[src/rtl/uart_pkg.sv]
// Shared types and helpers for the UART transmit arbitration path.
package uart_pkg;

    typedef enum logic [1:0] {
        ST_IDLE = 2'd0,
        ST_SEND = 2'd1,
        ST_HOLD = 2'd2
    } arb_state_e;

    localparam int DEF_LOCK_TIMEOUT = 1024;

    // Round-robin successor of an index, wrapping to 0 after num-1.
    function automatic int unsigned next_ptr(input int unsigned idx, input int unsigned num);
        return (idx + 32'd1 >= num) ? 32'd0 : idx + 32'd1;
    endfunction

endpackage

[src/rtl/uart_rr_arbiter.sv]
// Combinational round-robin picker: first valid requester at or above rr_ptr_i,
// wrapping modulo NUM_REQ. Shared with the planned RX-side DMA scheduler.
module uart_rr_arbiter #(
    parameter  int NUM_REQ = 4,
    localparam int IW      = $clog2(NUM_REQ)
) (
    input  logic [NUM_REQ-1:0] req_valid_i,
    input  logic [IW-1:0]      rr_ptr_i,
    input  logic               enable_i,
    output logic [NUM_REQ-1:0] grant_o,
    output logic [IW-1:0]      grant_idx_o,
    output logic               any_valid_o
);

    logic [IW:0]   sum;
    logic [IW-1:0] idx_sel;

    // Walk the offsets downward so the smallest offset from rr_ptr_i wins.
    always_comb begin
        grant_o     = '0;
        grant_idx_o = '0;
        any_valid_o = |req_valid_i;
        sum         = '0;
        idx_sel     = '0;
        for (int k = NUM_REQ - 1; k >= 0; k--) begin
            sum = {1'b0, rr_ptr_i} + (IW+1)'(k);
            if (sum >= (IW+1)'(NUM_REQ)) begin
                sum = sum - (IW+1)'(NUM_REQ);
            end
            idx_sel = sum[IW-1:0];
            if (enable_i && req_valid_i[idx_sel]) begin
                grant_o          = '0;
                grant_o[idx_sel] = 1'b1;
                grant_idx_o      = idx_sel;
            end
        end
    end

endmodule

[src/rtl/uart_tx_arbiter.sv]
// Shares one UART transmitter among NUM_REQ byte streams: round-robin per byte,
// with a packet lock that keeps a multi-byte message from being interleaved.
module uart_tx_arbiter
    import uart_pkg::*;
#(
    parameter  int NUM_REQ      = 4,
    parameter  int LOCK_TIMEOUT = uart_pkg::DEF_LOCK_TIMEOUT,
    parameter  int TO_W         = 16,
    localparam int IW           = $clog2(NUM_REQ)
) (
    input  logic                 wb_clk_i,
    input  logic                 wb_rst_i,
    input  logic [NUM_REQ-1:0]   req_valid,
    input  logic [8*NUM_REQ-1:0] req_data,
    input  logic [NUM_REQ-1:0]   req_last,
    output logic [NUM_REQ-1:0]   req_ready,
    output logic [7:0]           tx_data,
    output logic                 tx_start,
    input  logic                 clear_req,
    output logic                 busy,
    output logic [IW-1:0]        grant_id,
    output logic                 locked
);

    localparam bit            TIMEOUT_EN = (LOCK_TIMEOUT != 0);
    localparam logic [TO_W-1:0] TO_LAST  = TO_W'((LOCK_TIMEOUT > 0) ? LOCK_TIMEOUT - 1 : 0);

    arb_state_e      state_q,   state_d;
    logic [7:0]      tx_data_q, tx_data_d;
    logic [IW-1:0]   rr_ptr_q,  rr_ptr_d;
    logic [IW-1:0]   grant_q,   grant_d;
    logic            locked_q,  locked_d;
    logic [TO_W-1:0] to_cnt_q,  to_cnt_d;

    logic [NUM_REQ-1:0] arb_grant;
    logic [IW-1:0]      arb_idx;
    logic               arb_any;
    logic [NUM_REQ-1:0] grant_mask;
    logic [NUM_REQ-1:0] hold_ready;
    logic               accept;
    logic [7:0]         acc_byte;
    logic               acc_last;
    logic [IW-1:0]      ptr_after_grant;

    uart_rr_arbiter #(.NUM_REQ(NUM_REQ)) u_rr_arbiter (
        .req_valid_i (req_valid),
        .rr_ptr_i    (rr_ptr_q),
        .enable_i    ((state_q == ST_IDLE) && !wb_rst_i),
        .grant_o     (arb_grant),
        .grant_idx_o (arb_idx),
        .any_valid_o (arb_any)
    );

    // In HOLD only the locked owner may be accepted; ready is gated off in reset
    // so no byte is consumed by a cycle whose state update is discarded.
    always_comb begin
        grant_mask          = '0;
        grant_mask[grant_q] = 1'b1;
        hold_ready          = ((state_q == ST_HOLD) && !wb_rst_i) ? (req_valid & grant_mask) : '0;
        req_ready           = arb_grant | hold_ready;
        accept              = |req_ready;
        acc_byte            = '0;
        acc_last            = 1'b0;
        for (int i = 0; i < NUM_REQ; i++) begin
            if (req_ready[i]) begin
                acc_byte = req_data[8*i +: 8];
                acc_last = req_last[i];
            end
        end
        ptr_after_grant = IW'(next_ptr(32'(grant_q), NUM_REQ));
    end

    always_comb begin
        state_d   = state_q;
        tx_data_d = tx_data_q;
        rr_ptr_d  = rr_ptr_q;
        grant_d   = grant_q;
        locked_d  = locked_q;
        to_cnt_d  = to_cnt_q;
        case (state_q)
            ST_IDLE: begin
                if (arb_any && accept) begin
                    tx_data_d = acc_byte;
                    grant_d   = arb_idx;
                    locked_d  = ~acc_last;
                    state_d   = ST_SEND;
                end
            end
            ST_SEND: begin
                if (clear_req) begin
                    if (locked_q) begin
                        to_cnt_d = '0;
                        state_d  = ST_HOLD;
                    end else begin
                        rr_ptr_d = ptr_after_grant;
                        state_d  = ST_IDLE;
                    end
                end
            end
            ST_HOLD: begin
                // An arriving byte beats a timeout that expires in the same cycle.
                if (accept) begin
                    tx_data_d = acc_byte;
                    locked_d  = ~acc_last;
                    state_d   = ST_SEND;
                end else if (TIMEOUT_EN && (to_cnt_q == TO_LAST)) begin
                    locked_d = 1'b0;
                    rr_ptr_d = ptr_after_grant;
                    state_d  = ST_IDLE;
                end else begin
                    to_cnt_d = to_cnt_q + 1'b1;
                end
            end
            default: state_d = ST_IDLE;
        endcase
    end

    always_ff @(posedge wb_clk_i) begin
        if (wb_rst_i) begin
            state_q   <= ST_IDLE;
            tx_data_q <= '0;
            rr_ptr_q  <= '0;
            grant_q   <= '0;
            locked_q  <= 1'b0;
            to_cnt_q  <= '0;
        end else begin
            state_q   <= state_d;
            tx_data_q <= tx_data_d;
            rr_ptr_q  <= rr_ptr_d;
            grant_q   <= grant_d;
            locked_q  <= locked_d;
            to_cnt_q  <= to_cnt_d;
        end
    end

    assign tx_data  = tx_data_q;
    assign tx_start = (state_q == ST_SEND);
    assign busy     = (state_q != ST_IDLE);
    assign grant_id = grant_q;
    assign locked   = locked_q;

endmodule

[config.mk]
export PLATFORM = sky130hd
export DESIGN_NAME = uart_tx_arbiter
export DESIGN_NICKNAME = d
export VERILOG_FILES = /design/src/rtl/uart_pkg.sv /design/src/rtl/uart_rr_arbiter.sv /design/src/rtl/uart_tx_arbiter.sv
export SDC_FILE = /design/constraint.sdc
export NUM_CORES = 1
export LEC_CHECK = 0
export ABC_AREA = 1
export ABC_CLOCK_PERIOD_IN_PS = 2600
export BUFFER_PORTS_ARGS = -buffer_cell sky130_fd_sc_hd__buf_4
export CAP_MARGIN = 40
export CORE_MARGIN = 5
export CORE_UTILIZATION = 44
export DETAILED_ROUTE_END_ITERATION = 8
export PLACE_DENSITY = 0.7
export SETUP_SLACK_MARGIN = 0.1
export SYNTH_ARGS = -nofsm -noshare
export SYNTH_HDL_FRONTEND = slang
export SYNTH_SLANG_ARGS = --single-unit
[constraint.sdc]
create_clock -name wb_clk_i -period 2.6 [get_ports wb_clk_i]
set_clock_uncertainty 0.2 [all_clocks]
set_input_delay 0.13 -clock wb_clk_i [delete_from_list [all_inputs] [get_ports wb_clk_i]]
set_output_delay 0.13 -clock wb_clk_i [all_outputs]
set_load 0.01 [all_outputs]
---- After elaboration in Yosys (flattened, before gate mapping) ----
Index checks and enable logic that the tools add are counted.
storage, ports and cells
  bits in registers ....................... 31
  input port bits ......................... 43
  output and inout bits ................... 17
  logic and storage cells ................. 133
cells by class
  add/subtract/negate cells ............... 9
  order comparisons ....................... 15
  equality and inequality tests ........... 12
  mux-type cells .......................... 63
  bitwise gates (word level) .............. 3
  reduce and logical (&&, ||, !) cells .... 25
operators by type and width
  cell                                                                                 number
  16-bit 2-to-1 mux                                                                    4
  8-bit 2-to-1 mux                                                                     6
  2-bit 2-to-1 mux                                                                     18
  16-bit one-hot mux with 2 select lines                                               1
  4-bit 2-to-1 mux                                                                     5
  16-bit by 1-bit adder with 16-bit output, second input constant                      1
  16-bit by 10-bit == test with 1-bit output, second input constant                    1
  1-bit 2-to-1 mux                                                                     16
  8-bit one-hot mux with 2 select lines                                                1
  2-bit by 3-bit less-than comparator with 1-bit output, second input constant         5
  3-bit greater-or-equal comparator, second input constant                             4
  1-bit logical AND                                                                    12
  1-bit demux with 2-bit select                                                        5
  2-bit by 1-bit greater-or-equal comparator with 1-bit output, second input constant  5
  5-bit AND reduction                                                                  2
  3-bit AND reduction                                                                  3
  1-bit binary-select mux with 2-bit select                                            4
  2-bit by 1-bit != test with 1-bit output, second input constant                      4
  2-bit != test, second input constant                                                 4
  4-bit OR reduction                                                                   2
  2-bit by 1-bit subtractor with 2-bit output, second input constant                   4
  2-bit by 1-bit adder with 3-bit output, second input constant                        2
  2-bit by 2-bit adder with 3-bit output, second input constant                        2
  2-bit one-hot mux with 3 select lines                                                1
  13 further kinds                                                                     15

---- Logic depth before layout (Yosys ltp) ----
Gate-level depths: netlist of run 1.
  word-level depth ........................ 19
  gate-level depth with buffers ........... 20
  gate-level depth less buffers ........... 18

---- Hierarchy ----
From an unflattened synthesis of run 1, not the netlist that was laid out.
second synthesis, totals
  cells, all modules ...................... 414
  area total of the unflattened synthesis .. 2,523.7 sq um
modules (own cells, without submodules)
  module           instances  cells an instance  area each (sq um)  seq. area each (sq um)
  uart_tx_arbiter  1          319                2,034.5            620.6
  uart_rr_arbiter  1          95                 489.2              0.0

---- Least setup slack after synthesis of run 1 ----
No wires, ideal clock.
  path type ............................... register to register
  start point ............................. reg rr_ptr_q[1]
  end point ............................... reg locked_q (netlist: locked)
  library setup time ...................... 0.113 ns
  arrival ................................. 2.247 ns
  required time ........................... 2.287 ns
  path slack .............................. 0.040 ns
  cell stages (with the launch flop) ...... 17
  path buffers ............................ 1
  period minus slack after synthesis ...... 2.560 ns
  cell sequence ........................... dfxtp_1 inv_1 ha_1 inv_1 nand3_2 nand3_4 nand2_2 nor2_1 nor2_1 nand2_2 buf_4 inv_2 nand3_1 a21oi_1 nor2_1 nor2_1 nor2_1
on the way
  elaborated cells between the ends (all ways) .. 65
  classes of those cells .................. add/sub (7); order compare (12); eq/ne (2); mux (31); bitwise (2); reduce/logical (11)
RTL lines
  item                                                                                                                                                                line                                           text
  start, declared                                                                                                                                                     uart_tx_arbiter.sv:30                          logic [IW-1:0] rr_ptr_q, rr_ptr_d;
  start signal, assigned                                                                                                                                              uart_tx_arbiter.sv:129                         rr_ptr_q <= rr_ptr_d;
  2-bit by 2-bit adder with 3-bit output                                                                                                                              uart_rr_arbiter.sv:26                          sum = {1'b0, rr_ptr_i} + (IW+1)'(k);
  3-bit greater-or-equal comparator / 2-bit by 1-bit subtractor with 2-bit output (equally long branches)                                                             uart_rr_arbiter.sv:27, uart_rr_arbiter.sv:28
  2-bit 2-to-1 mux                                                                                                                                                    uart_rr_arbiter.sv:27                          if (sum >= (IW+1)'(NUM_REQ)) begin
  2-bit by 3-bit less-than comparator with 1-bit output (not written as such) / 2-bit by 1-bit greater-or-equal comparator with 1-bit output (equally long branches)  uart_rr_arbiter.sv:33                          grant_o[idx_sel] = 1'b1;
  1-bit logical AND (not written as such)                                                                                                                             uart_rr_arbiter.sv:33
  1-bit 2-to-1 mux (not written as such)                                                                                                                              uart_rr_arbiter.sv:33
  1-bit demux with 2-bit select                                                                                                                                       -
  4-bit 2-to-1 mux (3 in series)                                                                                                                                      uart_rr_arbiter.sv:31                          if (enable_i && req_valid_i[idx_sel]) begin
  4-bit 2-to-1 mux (*)                                                                                                                                                uart_rr_arbiter.sv:31
  4-bit OR (*)                                                                                                                                                        uart_tx_arbiter.sv:60                          req_ready = arb_grant | hold_ready;
  named net req_ready[1]                                                                                                                                              uart_tx_arbiter.sv:16                          output logic [NUM_REQ-1:0] req_ready,
  1-bit 2-to-1 mux (3 in series)                                                                                                                                      uart_tx_arbiter.sv:65                          if (req_ready[i]) begin
  1-bit NOT                                                                                                                                                           uart_tx_arbiter.sv:85, uart_tx_arbiter.sv:104
  1-bit 2-to-1 mux, on equally long branches                                                                                                                          uart_tx_arbiter.sv:102, uart_tx_arbiter.sv:82
  1-bit one-hot mux with 2 select lines                                                                                                                               uart_tx_arbiter.sv:80                          case (state_q)
  end signal, assigned                                                                                                                                                uart_tx_arbiter.sv:131                         locked_q <= locked_d;
  end, declared                                                                                                                                                       uart_tx_arbiter.sv:32                          logic locked_q, locked_d;
Mark *: on every way through the listed nets, which the timed path passes. The rest lies on a longest branch. The select of a mux whose other input is x is not followed.
A chain may end at the register's enable or synchronous reset.

---- Worst setup path after layout of run 1 ----
  start point ............................. reg rr_ptr_q[0]
  end point ............................... reg to_cnt_q[3]
on the way
  cells in the longest elaborated chain, start to end .. 15
  elaborated cells between the ends (all ways) .. 55
  classes of those cells .................. add/sub (7); order compare (12); eq/ne (1); mux (24); bitwise (1); reduce/logical (10)
RTL lines
  item                                                                                                                                                                line                                          text
  2-bit by 2-bit adder with 3-bit output                                                                                                                              uart_rr_arbiter.sv:26
  3-bit greater-or-equal comparator / 2-bit by 1-bit subtractor with 2-bit output (equally long branches)                                                             uart_rr_arbiter.sv:27, uart_rr_arbiter.sv:28
  2-bit 2-to-1 mux                                                                                                                                                    uart_rr_arbiter.sv:27
  2-bit by 3-bit less-than comparator with 1-bit output (not written as such) / 2-bit by 1-bit greater-or-equal comparator with 1-bit output (equally long branches)  uart_rr_arbiter.sv:33
  1-bit logical AND (not written as such)                                                                                                                             uart_rr_arbiter.sv:33
  1-bit 2-to-1 mux (not written as such)                                                                                                                              uart_rr_arbiter.sv:33
  1-bit demux with 2-bit select                                                                                                                                       -
  4-bit 2-to-1 mux (3 in series)                                                                                                                                      uart_rr_arbiter.sv:31
  4-bit 2-to-1 mux (*)                                                                                                                                                uart_rr_arbiter.sv:31
  4-bit OR (*)                                                                                                                                                        uart_tx_arbiter.sv:60
  4-bit OR reduction (*)                                                                                                                                              uart_tx_arbiter.sv:61                         accept = |req_ready;
  2-bit != test (no line) (*)                                                                                                                                         -
  5-bit AND reduction (no line) (*)                                                                                                                                   -
  end signal, assigned                                                                                                                                                uart_tx_arbiter.sv:132                        to_cnt_q <= to_cnt_d;
  end, declared                                                                                                                                                       uart_tx_arbiter.sv:33                         logic [TO_W-1:0] to_cnt_q, to_cnt_d;
Mark *: on every way between the ends. The rest lies on a longest branch, timed or not. The select of a mux whose other input is x is not followed.

==> implementation parameters, run 1 <==
Parameter                              Value

Detailed routing
  Via count    3009
  Aggregate routed wire length    8.16 mm
  1st-pass router iterations    4
  Total DRC errors in the routed layout    0
  Routed vias/inst    5.16
  Routed Antenna Nets    0
  Initial detailed-routing violation count    157
  Post-detailed-route wirelength per cell    14.0 um

Place
  Routability-driven placement congestion ratio    1.02
  Number of instances in the placed design    550
  Total half-perimeter wirelength after legalization and detailed placement    5.53 mm
  IO Port Bufs    59

Die
  Die Outline Area    0.00768 sq mm
  Placeable core area    0.00589 sq mm
  Height of the chip    87.7 um
  Overall die width    87.7 um
  Number of I/O pins    60
  Starting Density    45.1%
  Rows    28

STA
  Measured slew at the worst slew-check pin    0.518 ns
  RSZ-0062 raised after global routing    true
  Worst Hold Slack    0.0195 ns
  Period utilisation layout    94.6%
  Maximum frequency from static timing analysis    0.407 GHz
  Total Negative Setup Slacks    0 ns
  Minimum period implied by the final worst setup slack    2.46 ns
  Max transition margin    65.2%
  Final Hold Vio Count    0
  Final setup viols    0
  Final Slew Violations    0

Synth
  Synth async-reset ratio    0%
  Synth cell types    37
  Average size of a mapped cell    6.33 sq um
  Syn. warnings    0
  Sequential-to-total area share from yosys stat    23.4%
  Number of flops mapped to enable cells by yosys    0
  Main flop type after synthesis    dfxtp_1
  Synth Register Bits    31
  Total nets after synthesis    476
  Synthesized instance count    419
  Area of the mapped netlist    0.00265 sq mm

Power
  Power density over cell area    844 mW/mm^2
  NetSw    0.00140 W
  Relative contribution of the clock network to total power    15.5%
  Largest vdd supply drop    418 uV
  Leak pwr    1.71 nW
  Logic gate share of total power    64.4%
  Net Sw Frac    44.2%
  Register share of total power    20.1%
  Internal power contribution    0.00177 W

Global route
  GRT Overall Usage    19.3%
  Initial antenna violation count    0
  Wire length of the first global-routing pass    12.1 mm
  Grt total ovfl    0
  Vias in the first global route    2721
  Largest net degree at the start of global routing    22

Clock tree
  Insertion delay to the later sink of the worst-skew pair    0.28 ns
  Inserted Clock Buffers    5
  Clock root cell    clkbuf_8
  Worst-case clock buffer depth    2
  Clock tree from TritonCTS    done
  Clock tree sinks    31
  Clock transition at the registers of the reported paths    0.07 ns
  H-tree levels    2

Setup path
  Critical path launch point type    flip-flop
  Max Fanout on Critical Path    7
  Terminus of the critical flop-to-flop path    to_cnt_q[3]$_SDFFE_PP0P_
  Setup slack of the worst register-to-register path    0.14 ns
  Critical setup path kind    reg -> reg
  Dominant delay contributor by cell family on the critical path    simple AND/OR/NAND/NOR gates
  Arrival time at the worst endpoint    2.47 ns
  Reg-to-Reg Start    rr_ptr_q[0]$_SDFFE_PP0P_
  CP max-delay cell    dfxtp_2
  Maximum cell stage delay along the critical path    0.36 ns
  CP Capture Type    flip-flop
  Crit path buffers/inverters    4
  Worst path required time    2.61 ns
  Critical path, cell by cell    inv_4, ha_4, inv_4, nand3_2, inv_1, nor2_1, nand2_1, nand2_2, nand2_2, o21ai_4, nor2_4, nand2_4, nand2_8, buf_8, nand3_2, nand2_1, a21oi_1
  Cells on worst reg2reg path    17

Final layout
  Non-filler instance count after layout    583
  Growth of design area from synthesis to finish    41.4%
  Fin nets    564
  Number of diodes added for antenna fixing    0
  Share of post-route cells with drive strength above 1    30.9%

Hold path
  Origin of the worst min-delay path    wb_rst_i
  Hold path endpoint    state_q[1]$_SDFFE_PP0P_
  Worst Hold Class    in -> reg
  Hold Path Depth    2

Flow run
  Count of max-cap constraint violations    0

Run status
  Outcome    finished clean
worst max-delay path by stage:
stage / start / endpoint / depth (start not counted)
finish: rr_ptr_q[0]$_SDFFE_PP0P_ / to_cnt_q[3]$_SDFFE_PP0P_ / 17
global route: rr_ptr_q[0]$_SDFFE_PP0P_ / to_cnt_q[3]$_SDFFE_PP0P_ / 17
CTS: rr_ptr_q[1]$_SDFFE_PP0P_ / tx_data[6]$_SDFFE_PP0P_ / 16
detailed placement: rr_ptr_q[0]$_SDFFE_PP0P_ / tx_data[6]$_SDFFE_PP0P_ / 17
global placement: rr_ptr_q[0]$_SDFFE_PP0P_ / tx_data[6]$_SDFFE_PP0P_ / 17
floorplan: rr_ptr_q[0]$_SDFFE_PP0P_ / tx_data[1]$_SDFFE_PP0P_ / 18
routing by layer:
layer / up-vias / global-route usage, % / part of all wire, %
li1: 1528 / - / -
met1: 1376 / 24.3 / 43
met2: 87 / 32.7 / 49
met3: 18 / 4.14 / 5.4
met4: 0 / 6.00 / 2.1
met5: - / 0 / 0
Yosys cell counts (4+ instances only):
master    n  area (sq um)
dfxtp_1  31           621
o21ai_0   7          35.0
buf_6     6          67.6
nor3_1    8          40.0
nand4_1   7          43.8
nand2_2   4          25.0
nand2_1  96           360
inv_2     4          15.0
ha_1     14           175
inv_1    48           180
xor2_1   12           105
nand3_1  49           245
nand2_4   4          45.0
a21oi_1  27           135
o21ai_1   5          25.0
nor2_1   59           221
power by group through the flow:
stage	clock, W	sequential [W]	combinational (W)
2_1_floorplan	0	0.000673	0.00110
3_3_place_gp	0	0.000645	0.00155
3_5_place_dp	0	0.000647	0.00157
4_1_cts	0.000504	0.000636	0.00161
5_1_grt	0.000525	0.000648	0.00224
6_report	0.000490	0.000639	0.00204
through the flow:
stage	total power, W	worst slack [ns]	util (%)	instance area [sq um]
detailed placement	0.00221	0.0486	53.9	3170
floorplan	0.00178	0.121	-	2660
global placement	0.00220	0.0915	53.9	3170
CTS	0.00275	0.131	57.7	3400
finish	0.00317	0.141	63.8	3750
global route	0.00341	0.0115	63.8	3750
cell families after synthesis:
| logic type | count (synthesis) | synth area share, % |
|---|---|---|
| AO/OA/AOI/OAI | 52 | 11.4 |
| XOR/XNOR | 12 | 3.96 |
| adder cells (fa/ha/maj) | 14 | 6.60 |
| buffers and inverters | 69 | 12.1 |
| flip-flops | 31 | 23.4 |
| AND/OR/NAND/NOR | 241 | 42.6 |
worst register-to-register path, stage by stage (launching register included):
cell	delay (ns)
dfxtp_2	0.36
inv_4	0.04
ha_4	0.28
inv_4	0.05
nand3_2	0.08
inv_1	0.04
nor2_1	0.10
nand2_1	0.13
nand2_2	0.13
nand2_2	0.07
o21ai_4	0.22
nor2_4	0.08
nand2_4	0.12
nand2_8	0.10
buf_8	0.16
nand3_2	0.05
nand2_1	0.05
a21oi_1	0.11
state kept, by name, indices dropped and copies added, names as in the netlist:
register / count
to_cnt_q: 16
tx_data: 8
grant_id: 2
rr_ptr_q: 2
state_q: 2
locked: 1
timing repair:
item / CTS / global route
resized for setup: 6 / 54
endpoints found under the hold margin: 8 / 0
endpoints found under the setup margin: 28 / 34
gates cloned: 0 / 5
setup buffers: 0 / 12
pin swaps: 1 / 26
hold buffers: 8 / 0
final cells by class:
cell class	instances	area (sq um)
clock buffer	6	82.6
clock inverter	2	35.0
fill	553	2130
inverter	54	215
multi-input combinational	320	1900
sequential	31	624
tap	75	93.8
timing repair buffer	95	801
cells in the final DEF, fill, tap and decap left out, drive strengths merged, types with 3 or more instances in the layout:
| cell | instances |
|---|---|
| nor2 | 64 |
| o21ai | 13 |
| nand3 | 54 |
| dlygate4sd3 | 8 |
| nand4 | 7 |
| nor4 | 3 |
| clkbuf | 8 |
| a32oi | 3 |
| xor2 | 12 |
| nor3 | 8 |
| ha | 14 |
| inv | 54 |
| buf | 85 |
| a31oi | 3 |
| nand2 | 104 |
| a21oi | 27 |
| dfxtp | 31 |
Power figures use the tool's default switching activity.
==> inputs of run 2 (changes only) <==
--- a/config.mk
+++ b/config.mk
@@ -7,12 +7,11 @@
 export LEC_CHECK = 0
 export ABC_AREA = 1
 export ABC_CLOCK_PERIOD_IN_PS = 2600
-export BUFFER_PORTS_ARGS = -buffer_cell sky130_fd_sc_hd__buf_4
 export CAP_MARGIN = 40
 export CORE_MARGIN = 5
 export CORE_UTILIZATION = 44
 export DETAILED_ROUTE_END_ITERATION = 8
-export PLACE_DENSITY = 0.7
+export DONT_BUFFER_PORTS = 1
 export SETUP_SLACK_MARGIN = 0.1
 export SYNTH_ARGS = -nofsm -noshare
 export SYNTH_HDL_FRONTEND = slang
==> implementation parameters, run 2 (synthesis gave the netlist of run 1 again) <==
Parameter                              Value

Run status
  Outcome    finished clean

Final layout
  Sequential cell area in the final layout    626 sq um (+0.20%)
  Most flops, register    to_cnt_q
  Combined area of the multi-input logic cells    0.00196 sq mm (+3.0%)
  Final-layout fill cell count    515 (-6.9%)
  Largest register FFs    16 (unchanged)
  Share of post-route cells with drive strength above 1    25.3% (-5.6 points)
  Leading cell type in the layout, fill and taps excluded    nand2_1
  Most frequent cells in the layout    88 x nand2_1, 54 x nor2_1, 45 x inv_1
  Util after Layout    63.8% (unchanged)
  Number of diodes added for antenna fixing    0 (unchanged)
  Growth of design area from synthesis to finish    41.4% (unchanged)
  Fin nets    546 (-3.2%)

Global route
  Vias in the first global route    2599 (-4.5%)
  GRT Overall Usage    19.7% (+0.49 points)
  Initial antenna violation count    0 (unchanged)
  Grt total ovfl    0 (unchanged)
  Largest net degree at the start of global routing    20 (-9.1%)
  Wire length of the first global-routing pass    12.2 mm (+0.68%)

Detailed routing
  Routed vias/inst    5.27 (+2.1%)
  Total DRC errors in the routed layout    0 (unchanged)
  Met3 wire len    512 um (+17%)
  Routed Antenna Nets    0 (unchanged)
  Via count    2977 (-1.1%)
  DR WL met2    4.33 mm (+7.4%)
  Post-detailed-route wirelength per cell    15.2 um (+8.9%)
  Length of routed wiring on met1    3.58 mm (+1.9%)
  1st-pass router iterations    5 (+1)
  Topmost layer with routed signal wires    met4
  Aggregate routed wire length    8.61 mm (+5.5%)
  Initial detailed-routing violation count    177 (+13%)

Clock tree
  Clock root cell    clkbuf_8
  Worst-case clock buffer depth    2 (unchanged)
  Insertion delay to the later sink of the worst-skew pair    0.29 ns (about the same)
  Clock tree sinks    31 (unchanged)
  Inserted Clock Buffers    5 (unchanged)
  Clock transition at the registers of the reported paths    0.07 ns (about the same)
  H-tree levels    2 (unchanged)
  Clock tree from TritonCTS    done

Power
  Power density over cell area    895 mW/mm^2 (+6.0%)
  Design Power    0.00336 W (+6.0%)
  Largest vdd supply drop    451 uV (+7.9%)
  Leak pwr    1.62 nW (-5.7%)

Setup path
  Max Fanout on Critical Path    7 (unchanged)
  Crit path buffers/inverters    5 (+1)
  Reg-to-Reg Start    rr_ptr_q[0]$_SDFFE_PP0P_
  CP max-delay cell    dfxtp_2
  Worst path required time    2.59 ns (-0.02 ns)
  Critical path, cell by cell    inv_4, ha_4, inv_4, nand3_2, inv_1, nor2_2, nand2_2, nand2_4, nand2_2, o21ai_4, nor2_4, nand2_4, buf_8, clkinv_8, nor2_4, nand2_1, nand2_1, nor2_1
  CP Capture Type    flip-flop
  Arrival time at the worst endpoint    2.43 ns (-0.04 ns)
  Start point of the critical path    rr_ptr_q[0]$_SDFFE_PP0P_
  Maximum cell stage delay along the critical path    0.37 ns (about the same)
  Critical setup path kind    reg -> reg
  Critical path launch point type    flip-flop
  Dominant delay contributor by cell family on the critical path    simple AND/OR/NAND/NOR gates

Die
  Starting Density    45.1% (unchanged)
  Rows    28 (unchanged)
  Overall die width    87.7 um (unchanged)
  Die Outline Area    0.00768 sq mm (unchanged)
  Placeable core area    0.00589 sq mm (unchanged)
  Height of the chip    87.7 um (unchanged)
  Number of I/O pins    60 (unchanged)

STA
  Max transition margin    46.7% (-19 points)
  Final setup viols    0 (unchanged)
  Total Negative Setup Slacks    0 ns (unchanged)
  Final Hold Vio Count    0 (unchanged)
  Period utilisation layout    93.9% (-0.69 points)
  Measured slew at the worst slew-check pin    0.797 ns (+0.279 ns)
  RSZ-0062 raised after global routing    true
  Minimum period implied by the final worst setup slack    2.44 ns (-0.0180 ns)
  Final Slew Violations    0 (unchanged)
  Maximum frequency from static timing analysis    0.410 GHz (+0.74%)

Place
  IO Port Bufs    0 (-100%)
  Routability-driven placement congestion ratio    0.942 (-7.6%)
  Total half-perimeter wirelength after legalization and detailed placement    5.30 mm (-4.1%)

Flow run
  Count of max-cap constraint violations    0 (unchanged)

Hold path
  Worst Hold Class    in -> reg
  Origin of the worst min-delay path    req_data[3]
## run 2: cell count changes in the layout (fill, tap and decap cells not counted), sizes merged
cell         change
buf             -42
clkbuf           +1
clkinv           +1
dlygate4sd3     +22
inv              -1
nand2            +1
## run 2: layout make-up
cell class	instances	area share, %
multi-input cells	321	52.2
inverters	54	6.00
flip-flops and latches	31	16.7
repair buffers	76	19.5
well taps	75	2.50
clock buffers	6	2.20
clock inverters	2	0.933
## run 2: stage by stage
stage,hold WS [ns],cells,worst slack (ns),instance area [sq um]
after global routing,0.0587,565,0.00709,3750
final,0.0139,565,0.159,3750
after global placement,-0.00458,497,0.114,2770
after floorplan,0.126,419,0.121,2660
after CTS,0.00745,539,0.101,3240
after detailed placement,-0.00363,497,0.0937,2770
## run 2: timing repair
item | CTS | global route
pin swaps | 1 | 32
gates resized for setup | 5 | 73
gates cloned | 0 | 6
hold buffers | 30 | 0
endpoints found under the setup margin | 10 | 31
buffers inserted | 4 | 20
endpoints found under the hold margin | 30 | 0
## run 2: worst paths after layout
check	to	slack [ns]	depth (start not counted)
setup reg to reg	grant_id[1]$_SDFFE_PP0P_	0.16	18
hold / removal	tx_data[3]$_SDFFE_PP0P_	0.01	6
hold reg to reg	to_cnt_q[1]$_SDFFE_PP0P_	0.30	2
setup / recovery	grant_id[1]$_SDFFE_PP0P_	0.16	18
## run 2: per-layer routing
layer	vias up	track usage, %
li1	1492	-
met1	1361	23.7
met2	108	34.1
met3	16	4.89
met4	0	6.97
met5	-	0
## run 2: tightest hold or removal path, delay by kind of cell
family                 cells  cell delay [ns]
buffers and inverters      1             0.04
and+or+nand+nor            4             0.23
AOI/OAI and AO/OA          1             0.07
## run 2: where the power goes
group          internal [W]  total, W  switching [W]
registers          0.000571  0.000695       0.000123
logic              0.000984   0.00216        0.00118
clock network      0.000310  0.000501       0.000191
==> inputs of run 3 (changes only) <==
--- a/config.mk
+++ b/config.mk
@@ -8,10 +8,13 @@
 export ABC_AREA = 1
 export ABC_CLOCK_PERIOD_IN_PS = 2600
 export CAP_MARGIN = 40
+export CELL_PAD_IN_SITES_DETAIL_PLACEMENT = 1
+export CELL_PAD_IN_SITES_GLOBAL_PLACEMENT = 2
 export CORE_MARGIN = 5
-export CORE_UTILIZATION = 44
+export CORE_UTILIZATION = 30
 export DETAILED_ROUTE_END_ITERATION = 8
 export DONT_BUFFER_PORTS = 1
+export PLACE_DENSITY_LB_ADDON = 0.1
 export SETUP_SLACK_MARGIN = 0.1
 export SYNTH_ARGS = -nofsm -noshare
 export SYNTH_HDL_FRONTEND = slang
==> implementation parameters, run 3 (synthesis gave the netlist of run 1 again) <==
Parameter                              Value

Detailed routing
  Routed vias/inst    5.06 (-4.0%)
  Via count    2938 (-1.3%)
  1st-pass router iterations    4 (-1)
  Initial detailed-routing violation count    88 (-50%)
  Post-detailed-route wirelength per cell    17.2 um (+13%)
  Aggregate routed wire length    9.99 mm (+16%)
  Routed Antenna Nets    0 (unchanged)
  Total DRC errors in the routed layout    0 (unchanged)

STA
  Period utilisation layout    94.0% (+0.11 points)
  Final Slew Violations    0 (unchanged)
  Measured slew at the worst slew-check pin    0.786 ns (-0.0110 ns)
  Final setup viols    0 (unchanged)
  Worst Hold Slack    -0.00862 ns (-0.0225 ns)
  Maximum frequency from static timing analysis    0.409 GHz (-0.11%)
  Minimum period implied by the final worst setup slack    2.44 ns (+0.00276 ns)
  Final Hold Vio Count    2 (+2)
  RSZ-0062 raised after global routing    true
  Max transition margin    47.4% (+0.73 points)

Final layout
  Combined area of the multi-input logic cells    0.00201 sq mm (+2.5%)
  Sequential cell area in the final layout    627 sq um (+0.20%)
  Fin nets    529 (-3.1%)
  Largest register FFs    16 (unchanged)
  Util after Layout    42.5% (-21 points)
  Leading cell type in the layout, fill and taps excluded    nand2_1
  Final-layout fill cell count    1094 (+110%)
  Most flops, register    to_cnt_q
  Number of diodes added for antenna fixing    0 (unchanged)
  Most frequent cells in the layout    79 x nand2_1, 47 x nor2_1, 45 x inv_1
  Growth of design area from synthesis to finish    39.0%
  Non-filler instance count after layout    581 (+2.8%)
  Share of post-route cells with drive strength above 1    26.2% (+0.91 points)

Setup path
  Max Fanout on Critical Path    7 (unchanged)
  Worst path required time    2.61 ns (+0.02 ns)
  Critical path launch point type    flip-flop
  Arrival time at the worst endpoint    2.46 ns (+0.03 ns)
  CP Capture Type    flip-flop
  Critical setup path kind    reg -> reg

Global route
  Largest net degree at the start of global routing    20 (unchanged)
  Met3 Usage GRT    3.91% (-0.98 points)
  Vias in the first global route    2974 (+14%)
  Wire length of the first global-routing pass    15.3 mm (+26%)
  Grt total ovfl    0 (unchanged)
  Initial antenna violation count    0 (unchanged)
  Global route hottest layer    met2
  GRT Overall Usage    17.0% (-2.7 points)
  Met1 track demand over resource    20.7% (-3.0 points)
  Met2 GRT Util    30.0% (-4.1 points)

Clock tree
  Insertion delay to the later sink of the worst-skew pair    0.29 ns (about the same)
  Clock tree sinks    31 (unchanged)
  Clock root cell    clkbuf_8
  Clock tree from TritonCTS    done
  Inserted Clock Buffers    5 (unchanged)
  Clock transition at the registers of the reported paths    0.07 ns (about the same)
  H-tree levels    2 (unchanged)
  Worst-case clock buffer depth    2 (unchanged)

Place
  Routability-driven placement congestion ratio    0.815 (-13%)
  Total half-perimeter wirelength after legalization and detailed placement    6.79 mm (+28%)
  IO Port Bufs    0 (unchanged)
  Number of instances in the placed design    532 (+7.0%)

Die
  Overall die width    104 um (+19%)
  Die Outline Area    0.0108 sq mm (+41%)
  Placeable core area    0.00868 sq mm (+47%)
  Rows    34 (+21%)
  Height of the chip    104 um (+19%)
  Starting Density    30.6% (-15 points)
  Number of I/O pins    60 (unchanged)

Power
  Leak pwr    1.55 nW (-3.9%)
  Power density over cell area    884 mW/mm^2 (-1.2%)
  Largest vdd supply drop    297 uV (-34%)

Run status
  Failing checks    negative hold slack
  Outcome    finished, violations left

Flow run
  Count of max-cap constraint violations    0 (unchanged)

Hold path
  Worst Hold Class    in -> reg
## run 3: path summary, 6_finish.rpt
kind	start	endpoint	slack, ns	cells after the start
hold reg to reg	to_cnt_q[1]$_SDFFE_PP0P_	to_cnt_q[1]$_SDFFE_PP0P_	0.29	2
setup / recovery	rr_ptr_q[0]$_SDFFE_PP0P_	to_cnt_q[5]$_SDFFE_PP0P_	0.16	15
setup reg to reg	rr_ptr_q[0]$_SDFFE_PP0P_	to_cnt_q[5]$_SDFFE_PP0P_	0.16	15
hold / removal	req_data[6]	tx_data[6]$_SDFFE_PP0P_	-0.009	6
## run 3: report_power, final
part	total [W]	internal, W	leakage (nW)	switching, W
clock	0.000509	0.000310	0.0612	0.000199
combinational	0.00207	0.000819	1.24	0.00125
sequential	0.000680	0.000570	0.254	0.000110
## run 3: layer usage
layer	share of wire, %	up-vias
met4	0.85	0
met3	3.9	9
met5	0	-
li1	-	1467
met2	52	51
met1	43	1411
## run 3: stage by stage
step	instance area [sq um]	setup TNS (ns)	hold WS (ns)	total power, W	setup slack [ns]
detailed placement	2850	-0.334	0.00508	0.00213	-0.0793
global placement	2850	0	0.00490	0.00212	0.0112
CTS	3250	0	0.0000143	0.00277	0.104
floorplan	2660	0	0.126	0.00178	0.121
global route	3690	-0.0218	0.0114	0.00354	-0.0218
finish	3690	0	-0.00862	0.00326	0.156
## run 3: layout make-up
class                      instances  area share (%)
tap                              108            3.66
inverter                          54            6.04
clock buffer                       6            2.24
multi-input combinational        323            54.4
clock inverter                     2           0.950
sequential                        31            17.0
timing repair buffer              57            15.7
## run 3: critical path, cell delays in order, from the launching register on
cell and delay (ns):
dfxtp_4 0.36, inv_4 0.04, ha_4 0.29, inv_4 0.05
nand3_4 0.12, nand3_4 0.12, nand2_4 0.11, nor2_1 0.06
nor2_2 0.18, o21ai_4 0.10, nor2_4 0.14, nand2_4 0.09
nand2_8 0.12, clkbuf_16 0.16, nand3_1 0.06, a21oi_1 0.13
## run 3: repair_timing
action / CTS / global route
hold buffers: 21 / 0
resized for setup: 10 / 73
buffers inserted: 1 / 13
endpoints found under the hold margin: 29 / 0
cloned: 1 / 5
pin swaps: 3 / 34
setup endpoints to repair: 31 / 31
